===== config.mk =====
export PLATFORM = sky130hd
export DESIGN_NAME = bcd_switch_counter
export DESIGN_NICKNAME = d
export VERILOG_FILES = /design/src/rtl/bcd_pkg.sv /design/src/rtl/bcd_digit.sv /design/src/rtl/bcd_switch_counter.sv
export SDC_FILE = /design/constraint.sdc
export NUM_CORES = 1
export LEC_CHECK = 0
export CAP_MARGIN = 10
export CELL_PAD_IN_SITES_DETAIL_PLACEMENT = 0
export CELL_PAD_IN_SITES_GLOBAL_PLACEMENT = 1
export CORE_ASPECT_RATIO = 0.8
export CORE_MARGIN = 5
export CORE_UTILIZATION = 38
export CTS_CLUSTER_DIAMETER = 30
export CTS_CLUSTER_SIZE = 16
export DETAILED_ROUTE_END_ITERATION = 8
export HOLD_SLACK_MARGIN = 0.1
export PLACE_DENSITY_LB_ADDON = 0.2
export SYNTH_ARGS = -nofsm -noshare
export SYNTH_HDL_FRONTEND = slang
export SYNTH_SLANG_ARGS = --single-unit

===== constraint.sdc =====
create_clock -name clk -period 3.2 [get_ports clk]
set_input_delay 0.8 -clock clk [delete_from_list [all_inputs] [get_ports clk]]
set_output_delay 0.8 -clock clk [all_outputs]
set_load 0.05 [all_outputs]

===== src/rtl/bcd_pkg.sv =====
// Shared types, constants and switch-priority decode for the three-digit BCD counter.
package bcd_pkg;

    typedef logic [3:0]  bcd_digit_t;
    typedef logic [11:0] bcd3_t;

    localparam bcd_digit_t BCD_MAX_DIGIT = 4'd9;
    localparam bcd3_t      BCD_ZERO      = 12'h000;
    localparam int         BCD_DIGITS    = 3;

    typedef enum logic [1:0] {
        HOLD,
        UP,
        DOWN
    } step_dir_t;

    // Hold beats everything; both directions at once is a conflict and also holds.
    function automatic step_dir_t decode_dir(input logic up_sw, input logic dn_sw,
                                             input logic hold_sw);
        if (hold_sw)
            return HOLD;
        else if (up_sw && dn_sw)
            return HOLD;
        else if (up_sw)
            return UP;
        else if (dn_sw)
            return DOWN;
        else
            return HOLD;
    endfunction

endpackage


===== src/rtl/bcd_digit.sv =====
// One BCD digit register: steps up or down when enabled with an incoming carry/borrow,
// and reports a carry/borrow out when it wraps 9->0 or 0->9.
module bcd_digit
    import bcd_pkg::*;
(
    input  logic       clk,
    input  logic       rst,
    input  logic       en,
    input  logic       up,
    input  logic       cin,
    output bcd_digit_t q,
    output logic       cout
);

    bcd_digit_t r_q;
    logic       w_at_limit;

    assign w_at_limit = up ? (r_q == BCD_MAX_DIGIT) : (r_q == 4'd0);
    assign cout       = en & cin & w_at_limit;
    assign q          = r_q;

    always_ff @(posedge clk) begin
        if (rst) begin
            r_q <= BCD_ZERO[3:0];
        end else if (en && cin) begin
            if (w_at_limit)
                r_q <= up ? 4'd0 : BCD_MAX_DIGIT;
            else
                r_q <= up ? (r_q + 4'd1) : (r_q - 4'd1);
        end
    end

endmodule


===== src/rtl/bcd_switch_counter.sv =====
// Three-digit packed-BCD up/down counter (000-999) driven by four static switches,
// with a free-running prescaler that sets how often a step may occur.
module bcd_switch_counter
    import bcd_pkg::*;
#(
    parameter int TICK_DIV = 1
) (
    input  logic        clk,
    input  logic        rst,
    input  logic        SWITCH1,
    input  logic        SWITCH2,
    input  logic        SWITCH3,
    input  logic        SWITCH4,
    output logic [11:0] dec_out
);

    logic w_tick;

    generate
        if (TICK_DIV > 1) begin : g_presc
            localparam int PW = $clog2(TICK_DIV);
            logic [PW-1:0] r_presc;

            assign w_tick = (r_presc == PW'(TICK_DIV - 1));

            always_ff @(posedge clk) begin
                if (rst)
                    r_presc <= '0;
                else if (w_tick)
                    r_presc <= '0;
                else
                    r_presc <= r_presc + PW'(1);
            end
        end else begin : g_no_presc
            assign w_tick = 1'b1;
        end
    endgenerate

    step_dir_t w_dir;
    logic      w_step;
    logic      w_up;

    assign w_dir  = decode_dir(SWITCH1, SWITCH2, SWITCH4);
    assign w_step = w_tick && (w_dir != HOLD);
    assign w_up   = (w_dir == UP);

    logic [BCD_DIGITS-1:0] w_en;
    logic [BCD_DIGITS-1:0] w_cin;
    logic [BCD_DIGITS-1:0] w_cout;
    bcd_digit_t            w_q [BCD_DIGITS];
    logic                  w_unused_wrap;

    // A +/-10 step leaves the ones digit alone and injects the unit step at the tens digit.
    assign w_en[0]  = w_step & ~SWITCH3;
    assign w_cin[0] = 1'b1;
    assign w_en[1]  = w_step;
    assign w_cin[1] = SWITCH3 ? 1'b1 : w_cout[0];
    assign w_en[2]  = w_step;
    assign w_cin[2] = w_cout[1];

    // Carry out of the hundreds digit is the modulo-1000 wrap and is simply dropped.
    assign w_unused_wrap = w_cout[BCD_DIGITS-1];

    generate
        for (genvar gi = 0; gi < BCD_DIGITS; gi++) begin : g_digit
            bcd_digit u_digit (
                .clk  (clk),
                .rst  (rst),
                .en   (w_en[gi]),
                .up   (w_up),
                .cin  (w_cin[gi]),
                .q    (w_q[gi]),
                .cout (w_cout[gi])
            );
            assign dec_out[gi*4 +: 4] = w_q[gi];
        end
    endgenerate

endmodule


==> impl_metrics.json <==
{
  "start_kind": "input pin",
  "dieArea_sq_mm": 0.00366,
  "fp.coreArea_sq_mm": 0.00244,
  "yosys.cell_types.count": 34,
  "synthAdderAreaFrac_pct": 14.0,
  "clockBufferDepth": 2,
  "synth_xor_xnor_area_share_pct": 8.15,
  "ys_warn_count": 0,
  "fin_tns_setup_ns": 0,
  "grtUsageMet2_pct": 21.7,
  "hold_path.class": "reg2reg",
  "drive_above_1_share_pct": 14.0,
  "hpwl_um": 1630,
  "largest_reg_flops": 12,
  "setup_viol": 0,
  "vias_per_cell": 5.15,
  "num_io_pins": 18,
  "place_congestion": 0.807,
  "cts_num_sinks": 12,
  "worstPathArrival_ns": 3.04,
  "avgSynthCellArea_sq_um": 9.04,
  "powerDensity_mw_per_mm2": 423,
  "detail-route-antenna-nets": 0,
  "num_vias": 849,
  "fin_util_pct": 49.7,
  "start_util_pct": 39.6,
  "use_met1_pct": 17.2,
  "grt_max_degree": 15,
  "final_cells": 165,
  "rsz0062_at_grt": "false",
  "outcome": "completed",
  "syn_nets": 122,
  "slew_headroom_pct": 66.5,
  "cts_tree": "yes",
  "n_fill_cell": 265,
  "regToRegSetupSlack_ns": 1.32,
  "htree_levels": 1,
  "crit_chain": "clkdlybuf4s50_1 > or3b_4 > ha_1 > a21o_1 > a21oi_1 > nor3_1 > a2111o_1 > a221oi_1",
  "worstMarginPinSlew_ns": 0.502,
  "die_y_um": 55.1,
  "max_freq_mhz": 349,
  "dp.cells": 162,
  "cts_resized": 0,
  "place_area_sq_mm": 0.00119,
  "grtUsageTotal_pct": 13.5,
  "power_mw": 0.514,
  "hold_buffers": 0,
  "yosys.area_share.simple_pct": 18.6,
  "cts_buffers": 3,
  "grt_first_pass_wirelength_um": 3750,
  "layout_min_cycle_time_ns": 2.86,
  "syn_area_sq_um": 967,
  "grt_pass1_vias": 830,
  "antenna_found_initial": 0,
  "ys_seq_elements": 12,
  "row_count": 16,
  "synth_top_family_by_area": "compound AO/OA/AOI/OAI gates",
  "seq_area_frac_synth_pct": 24.8,
  "finalHoldViolations": 0,
  "drv_slew": 0,
  "cp-end-kind": "flop",
  "synth_cells": 107,
  "n_antenna_cell": 0,
  "max_stage_delay_ns": 0.49,
  "first_pass_iters": 4,
  "worstPathMaxFanout": 4,
  "synthMuxAreaShare_pct": 8.93,
  "drt_iter0_drc": 53,
  "overflow": 0,
  "fin_ws_ns": 0.339,
  "peakVddDrop_uv": 176,
  "post_cts_buffers": 0,
  "skew_ns": 0.00214,
  "met3_usage_pct": 4.65,
  "route.detailed.drc": 0,
  "finish.instance_area_sq_mm": 0.00121,
  "p_leak_nw": 0.463,
  "clk_pin_slew_ns": 0.07,
  "nNetsFinal": 146,
  "synth_compound_area_share_pct": 19.0,
  "area_growth_syn_to_layout_pct": 25.6,
  "routed_wl_um": 2100,
  "min_period_over_period_pct": 89.4,
  "holdWs_ns": 0.513,
  "worstSkewPairLatency_ns": 0.28,
  "dp_slack_ns": 0.0386,
  "critPathRequiredTime_ns": 3.38,
  "io_buffers": 17,
  "grt_busiest_layer": "met2",
  "cpMaxStageDelayCell": "clkdlybuf4s50_1",
  "routedWlPerCell_um": 12.7,
  "max_cap_violations": 0,
  "die_x_um": 66.4,
  "crit_type": "in2reg",
  "clock-root-buffer": "clkbuf_4"
}
cells in the mapped netlist:
library cell | number | share of area (%)
nand2_1 | 6 | 2.3
ha_1 | 6 | 7.8
or3b_4 | 1 | 1.2
or3_2 | 1 | 0.78
and4bb_2 | 1 | 1.3
a21oi_1 | 9 | 4.7
a21o_2 | 1 | 0.91
nor4bb_1 | 1 | 1.0
and2b_2 | 1 | 0.91
o31ai_1 | 1 | 0.78
o21ai_0 | 4 | 2.1
clkbuf_8 | 1 | 1.4
mux2_2 | 1 | 1.2
fa_1 | 3 | 6.2
o21ai_4 | 1 | 1.7
a221oi_1 | 2 | 1.8
buf_2 | 1 | 0.52
a211o_1 | 2 | 1.8
o211ai_4 | 1 | 2.2
nand3_1 | 4 | 2.1
nor2_1 | 11 | 4.3
xor2_1 | 4 | 3.6
inv_1 | 7 | 2.7
a2111o_1 | 2 | 2.3
mux2i_1 | 6 | 6.2
xnor2_1 | 5 | 4.5
dfxtp_1 | 12 | 25
nor3_1 | 5 | 2.6
inv_6 | 1 | 0.91
nor4_1 | 2 | 1.3
a21o_1 | 1 | 0.78
mux2_4 | 1 | 1.6
dlygate4sd1_1 | 1 | 0.91
or3b_1 | 1 | 0.91
worst max-delay path, delay by kind of cell:
kind                     cells  cell delay, ns
adder cells (fa/ha/maj)      1            0.29
AO/OA/AOI/OAI                4            0.99
AND/OR/NAND/NOR              2            0.47
buffers and inverters        1            0.49
final timing paths:
| path | from | to | depth (start not counted) |
|---|---|---|---|
| worst max register to register | g_digit[0].u_digit.q[1]$_SDFFE_PP0N_ | g_digit[0].u_digit.q[3]$_SDFFE_PP0N_ | 6 |
| worst max-delay path | SWITCH1 | g_digit[0].u_digit.q[3]$_SDFFE_PP0N_ | 8 |
| worst min register to register | g_digit[2].u_digit.q[2]$_SDFFE_PP0P_ | g_digit[2].u_digit.q[2]$_SDFFE_PP0P_ | 2 |
| worst min-delay path | g_digit[2].u_digit.q[2]$_SDFFE_PP0P_ | g_digit[2].u_digit.q[2]$_SDFFE_PP0P_ | 2 |
cell type report:
| class | instances | area (sq um) | share of cell area [%] |
|---|---|---|---|
| clock buffer | 3 | 22.5 | 1.85 |
| inverter | 8 | 35.0 | 2.88 |
| multi-input combinational | 84 | 664 | 54.7 |
| sequential | 12 | 240 | 19.8 |
| tap | 36 | 45.0 | 3.71 |
| timing repair buffer | 22 | 208 | 17.1 |
cells in the final DEF (no fill, tap or decap), drive strengths merged:
cell           count
nor2              11
clkbuf             3
nor4bb             1
o31ai              1
and4bb             1
or3b               2
nand2              6
and2b              1
o211ai             1
or3                1
ha                 6
nor3               5
nand3              4
mux2i              6
a21o               2
a221oi             2
a2111o             2
dfxtp             12
a211o              2
nor4               2
inv                8
xor2               4
fa                 3
mux2               2
a21oi              9
o21ai              5
clkdlybuf4s50     17
xnor2              5
buf                5
kinds of logic after synthesis:
| logic type | after synthesis |
|---|---|
| AND/OR/NAND/NOR | 34 |
| buffers and inverters | 11 |
| XOR/XNOR | 9 |
| AO/OA/AOI/OAI | 24 |
| multiplexers | 8 |
| adder cells (fa/ha/maj) | 9 |
| flip-flops | 12 |
metal layers:
layer / vias to the layer above / wire, um
met5: - / 0
met4: 0 / 0
met1: 401 / 1040
met2: 19 / 953
li1: 429 / -
met3: 0 / 107
report_power, final:
| part | total [mW] | internal, mW | switching, mW |
|---|---|---|---|
| clock network | 0.0963 | 0.0436 | 0.0527 |
| registers | 0.182 | 0.162 | 0.0195 |
| logic | 0.236 | 0.102 | 0.134 |
No activity file was read; power rests on OpenSTA's default activity.
